$ cat src/rtl/div_unit.sv
// Iterative radix-2 restoring divider for MIPS DIV/DIVU.
// Produces {remainder, quotient} after 32 single-bit steps.
`timescale 1ns/1ps
module div_unit (
   input  logic        clk,
   input  logic        resetn,
   input  logic        start,
   input  logic        cancel,
   input  logic        signed_div,
   input  logic [31:0] opdata_a,
   input  logic [31:0] opdata_b,
   output logic        busy,
   output logic        done,
   output logic [63:0] result
);

   typedef enum logic [1:0] {IDLE, ZERO, RUN, FINISH} state_t;

   state_t      state_reg, state_next;
   logic [4:0]  count_reg;
   logic [31:0] rem_reg;
   logic [31:0] quo_reg;
   logic [31:0] dsr_reg;
   logic        neg_q_reg;
   logic        neg_r_reg;
   logic [63:0] result_reg;

   logic        accept;
   logic [31:0] abs_a;
   logic [31:0] abs_b;
   logic [32:0] rem_shift;
   logic [32:0] diff;
   logic        take;
   logic [31:0] rem_step;
   logic [31:0] quo_step;
   logic [31:0] q_fix;
   logic [31:0] r_fix;

   assign accept = start && !cancel;

   // Signed mode works on magnitudes; 0x80000000 maps to itself as unsigned.
   assign abs_a = (signed_div && opdata_a[31]) ? (32'd0 - opdata_a) : opdata_a;
   assign abs_b = (signed_div && opdata_b[31]) ? (32'd0 - opdata_b) : opdata_b;

   // quo_reg holds the not-yet-consumed dividend bits and collects quotient bits from the right.
   assign rem_shift = {rem_reg, quo_reg[31]};
   assign diff      = rem_shift - {1'b0, dsr_reg};
   assign take      = !diff[32];
   assign rem_step  = take ? diff[31:0] : rem_shift[31:0];
   assign quo_step  = {quo_reg[30:0], take};

   assign q_fix = neg_q_reg ? (32'd0 - quo_step) : quo_step;
   assign r_fix = neg_r_reg ? (32'd0 - rem_step) : rem_step;

   always_ff @(posedge clk or negedge resetn) begin
      if (!resetn) begin
         state_reg <= IDLE;
      end else begin
         state_reg <= state_next;
      end
   end

   always_comb begin
      state_next = state_reg;
      case (state_reg)
         IDLE: begin
            if (accept) begin
               state_next = (opdata_b == 32'd0) ? ZERO : RUN;
            end
         end
         ZERO:   state_next = IDLE;
         RUN: begin
            if (cancel) begin
               state_next = IDLE;
            end else if (count_reg == 5'd31) begin
               state_next = FINISH;
            end
         end
         FINISH: state_next = IDLE;
         default: state_next = IDLE;
      endcase
   end

   always_comb begin
      busy = (state_reg != IDLE);
      done = (state_reg == ZERO) || (state_reg == FINISH);
   end

   assign result = result_reg;

   // The result register is written on the edge entering ZERO/FINISH so it is valid alongside done.
   always_ff @(posedge clk or negedge resetn) begin
      if (!resetn) begin
         count_reg  <= 5'd0;
         rem_reg    <= 32'd0;
         quo_reg    <= 32'd0;
         dsr_reg    <= 32'd0;
         neg_q_reg  <= 1'b0;
         neg_r_reg  <= 1'b0;
         result_reg <= 64'd0;
      end else begin
         case (state_reg)
            IDLE: begin
               if (accept) begin
                  count_reg <= 5'd0;
                  rem_reg   <= 32'd0;
                  quo_reg   <= abs_a;
                  dsr_reg   <= abs_b;
                  neg_q_reg <= signed_div && (opdata_a[31] ^ opdata_b[31]);
                  neg_r_reg <= signed_div && opdata_a[31];
                  if (opdata_b == 32'd0) begin
                     result_reg <= {opdata_a, 32'hFFFF_FFFF};
                  end
               end
            end
            RUN: begin
               if (!cancel) begin
                  rem_reg   <= rem_step;
                  quo_reg   <= quo_step;
                  count_reg <= count_reg + 5'd1;
                  if (count_reg == 5'd31) begin
                     result_reg <= {r_fix, q_fix};
                  end
               end
            end
            default: begin
            end
         endcase
      end
   end

endmodule

$ cat config.mk
export PLATFORM = sky130hd
export DESIGN_NAME = div_unit
export DESIGN_NICKNAME = d
export VERILOG_FILES = /design/src/rtl/div_unit.sv
export SDC_FILE = /design/constraint.sdc
export NUM_CORES = 1
export LEC_CHECK = 0
export BUFFER_PORTS_ARGS = -buffer_cell sky130_fd_sc_hd__buf_2
export CORE_MARGIN = 2
export CORE_UTILIZATION = 54
export CTS_CLUSTER_DIAMETER = 30
export DETAILED_ROUTE_END_ITERATION = 10
export PLACE_DENSITY = 0.85
export REMOVE_ABC_BUFFERS = 1
export SYNTH_ARGS = -nofsm -noshare
export SYNTH_HDL_FRONTEND = slang
export SYNTH_SLANG_ARGS = --single-unit
$ cat constraint.sdc
create_clock -name clk -period 4.5 [get_ports clk]
set_input_delay 0.45 -clock clk [delete_from_list [all_inputs] [get_ports clk]]
set_output_delay 0.45 -clock clk [all_outputs]
set_load 0.01 [all_outputs]
==> summary.md <==
| Metric | Value |
|---|---|
| Post-synth EDFFs | 0 |
| Async SR Flop Fraction | 100% |
| Reg2reg path depth | 19 |
| Crit start category | register |
| Max-slew violation count | 0 |
| WL/cell | 17.5 um |
| CTS Buf Count | 17 |
| Clock transition at path regs | 0.07 ns |
| Lkg Pwr | 6.12 nW |
| First-pass GRT wire length | 55.0 mm |
| Root Driver | clkbuf_16 |
| Final setup vio count | 0 |
| Reg-to-Reg Start | quo_reg[31] |
| Share of cells above drive strength 1 | 15.8% |
| Die area | 23700 sq um |
| Register area | 4230 sq um |
| Post-synthesis sequential area ratio | 34.8% |
| Synth cell types | 88 |
| Area of the multi-input gates | 7420 sq um |
| Vias in the first global route | 11200 |
| Top-level I/O count | 135 |
| # fillers | 1867 |
| Clk sink count | 169 |
| Ranking of synthesized cells by area | dfrtp_1 (35%), a21oi_1 (7.7%), o21ai_0 (6.3%) |
| Largest register FFs | 64 |
| Worst EP required | 4.85 ns |
| Antenna viol nets, final | 0 |
| Worst-Skew Late Latency | 0.43 ns |
| Mapped Cells | 1523 |
| Chip width | 154 um |
| Via-to-Cell Ratio | 6.08 |
| Initial antenna violation count | 0 |
| Cells after DPL | 1889 |
| Critical path capture point type | register |
| Number of max-cap violations | 0 |
| Max-slew headroom | 34.1% |
| Starting Density | 55.4% |
| IO Port Bufs | 134 |
| DRC | 0 |
| Overflow after GRT | 0 |
| ANT cells | 0 |
| Drt initial violations | 951 |
| Post-CTS Hold Buffers | 0 |
| Most used routing layer | met2 |
| Power Density | 349 nW/um^2 |
| Worst slew pin tran | 0.988 ns |
| VDD IR max | 0.211 mV |
| CP Buf/Inv Count | 5 |
| Final Hold Vio Count | 0 |
| Post-route insts no fill | 1923 |
| Setup Skew | 0.0119 ns |
| Post-DP Area | 13200 sq um |
| Final WS setup | 0.239 ns |
| Max stage delay on crit path | 0.42 ns |
| CTS max path bufs | 2 |
| CP top delay family | compound AO/OA/AOI/OAI gates |
| All-Layer GR Usage | 28.2% |
| Worst EP arrival | 4.61 ns |
| Core ar. | 22000 sq um |
| Setup WS pre-CTS | -0.0156 ns |
| Largest area contributor in the netlist | dfrtp_1 |
| Core Rows | 54 |
| FF-to-FF End | result[44] |
| Period utilization | 94.7% |
| Main synth FF type | dfrtp_1 |
| Detailed Route WL | 33.6 mm |
| DR vias | 11700 |
| Worst path cell trace | inv_1 -> ha_1 -> fa_1 -> nand2b_2 -> a21boi_4 -> o211ai_2 -> a21oi_2 -> buf_4 -> nor3_2 -> nor2_4 -> inv_2 -> buf_12 -> a21oi_1 -> ha_1 -> inv_1 -> o41ai_2 -> xor2_1 -> nand2_1 -> a21oi_1 |
| FF-to-FF setup slack | 0.24 ns |
| Crit Path Class | register to register |
| Post-Syn Area per Cell | 7.99 sq um |
| Slowest cell on crit path | fa_1 |
| Design Area, Final | 13800 sq um |
| Hold crit path type | primary input to async pin |
| Register bit total from synthesis | 169 |
| Synth Cell Area | 12200 sq um |
| GR Util met1 | 38.2% |
| GR Layer Usage met2 | 45.8% |
| GR Util met3 | 3.69% |
| Layout area overhead | 13.8% |
| GPL Wtd Cong | 0.943 |
| Status | finished clean |
| YS warnings | 0 |
| Die Y | 154 um |
| H-tree Lvls | 4 |
| Largest net degree at the start of global routing | 98 |
| NumNets Final | 1738 |
| Yosys top cell area share | 34.8% |
| Min Clock Period, post-route | 4.26 ns |
| CTS tree | done |
| DR pass1 iterations | 5 |
| Max FO, Critical Path | 35 |
| FMAX | 235 MHz |
| HPWL after DPL | 25.2 mm |
==> power breakdown <==
part           internal [mW]  switching, mW  leakage, nW
sequential              1.69          0.189         2.07
clock                  0.904          0.663        0.302
combinational          0.546          0.836         3.75
total                   3.14           1.69         6.12
==> cell usage after synthesis, drive strengths merged, types with 4 or more instances <==
library cell    n
o21ai         161
xnor2          64
clkbuf         54
o21a            7
nor3           23
a21o           13
nor3b           5
and2           12
a21boi          5
nand2         153
a211oi         16
nand2b          9
or4            10
o41ai          16
o211ai          9
nor2          187
nand3b          4
nand3          19
o22ai           8
a31oi          36
mux2i          23
nor4           14
and3           18
a22o            6
xor2           63
o31ai          23
mux2            5
nor2b           7
ha             38
inv            51
dfrtp         169
a21oi         192
or3            23
buf            32
nand4          14
==> metrics by stage <==
step / hold slack, ns / setup TNS (ns) / utilization [%] / total power, mW
after floorplan: 0.154 / -880.05 / - / 2.80
after global placement: 0.461 / 0 / 59.9 / 3.20
after detailed placement: 0.476 / -0.0156 / 59.9 / 3.25
after CTS: 0.131 / 0 / 62.8 / 4.81
after global routing: 0.163 / -0.0284 / 63.0 / 5.09
final: 0.0786 / 0 / 63.0 / 4.83
==> worst reg2reg max path, stage by stage, from the launching register on <==
cell      delay (ns)
dfrtp_1         0.34
inv_1           0.06
ha_1            0.21
fa_1            0.42
nand2b_2        0.24
a21boi_4        0.21
o211ai_2        0.17
a21oi_2         0.18
buf_4           0.14
nor3_2          0.05
nor2_4          0.12
inv_2           0.07
buf_12          0.18
a21oi_1         0.28
ha_1            0.37
inv_1           0.18
o41ai_2         0.42
xor2_1          0.26
nand2_1         0.09
a21oi_1         0.20
==> layout make-up <==
cell class	count	area share [%]
clock inverter	14	1.34
sequential	169	30.6
timing repair buffer	175	7.39
tap	280	2.53
inverter	52	1.41
multi-input combinational	1215	53.6
clock buffer	18	3.17
==> per-layer routing <==
| layer | part of all wire [%] | wire length [um] |
|---|---|---|
| met1 | 44 | 14600 |
| met2 | 47 | 15700 |
| met5 | 0 | 0 |
| met4 | 3.1 | 1040 |
| met3 | 6.6 | 2210 |
==> kinds of logic after synthesis <==
family / count (synthesis) / share of synthesized area, %
and+or+nand+nor: 509 / 19.6
muxes: 28 / 2.36
AOI/OAI and AO/OA: 512 / 25.2
xor gates and xnor gates: 127 / 9.15
buffers and inverters: 139 / 4.83
DFF: 169 / 34.8
adders and majority gates: 39 / 4.07
==> cell usage in the layout (no fill, tap or decap), types with 15 or more instances in the layout <==
| cell type | synthesis | final |
|---|---|---|
| buf_2 | 18 | 133 |
| nor3_1 | 22 | 22 |
| o31ai_1 | 21 | 20 |
| mux2i_1 | 23 | 23 |
| xor2_1 | 63 | 63 |
| dfrtp_1 | 169 | 169 |
| ha_1 | 38 | 38 |
| inv_1 | 49 | 49 |
| xnor2_1 | 64 | 64 |
| nand2_1 | 153 | 151 |
| a31oi_1 | 36 | 36 |
| buf_4 | 3 | 38 |
| a211oi_1 | 15 | 15 |
| a21oi_1 | 186 | 183 |
| nand3_1 | 18 | 18 |
| or3_1 | 22 | 22 |
| clkbuf_16 | 0 | 17 |
| and3_1 | 18 | 18 |
| o21ai_0 | 153 | 153 |
| nor2_1 | 185 | 184 |
==> worst max-delay path by stage <==
| stage | start | endpoint | cells after the start |
|---|---|---|---|
| after global routing | quo_reg[31] | result[44] | 19 |
| after detailed placement | rem_reg[10] | result[28] | 19 |
| final | quo_reg[31] | result[44] | 19 |
| after CTS | rem_reg[10] | result[28] | 19 |
| after floorplan | cancel | quo_reg[31] | 4 |
| after global placement | rem_reg[10] | result[28] | 19 |
==> what timing repair did <==
action | 4_1_cts | 5_1_grt
resized for setup | 1 | 10
setup endpoints to repair | 1 | 6
pin swaps | 0 | 2
buffers inserted | 0 | 2
hold endpoints to repair | 0 | 0
No activity file was read; power rests on OpenSTA's default activity.
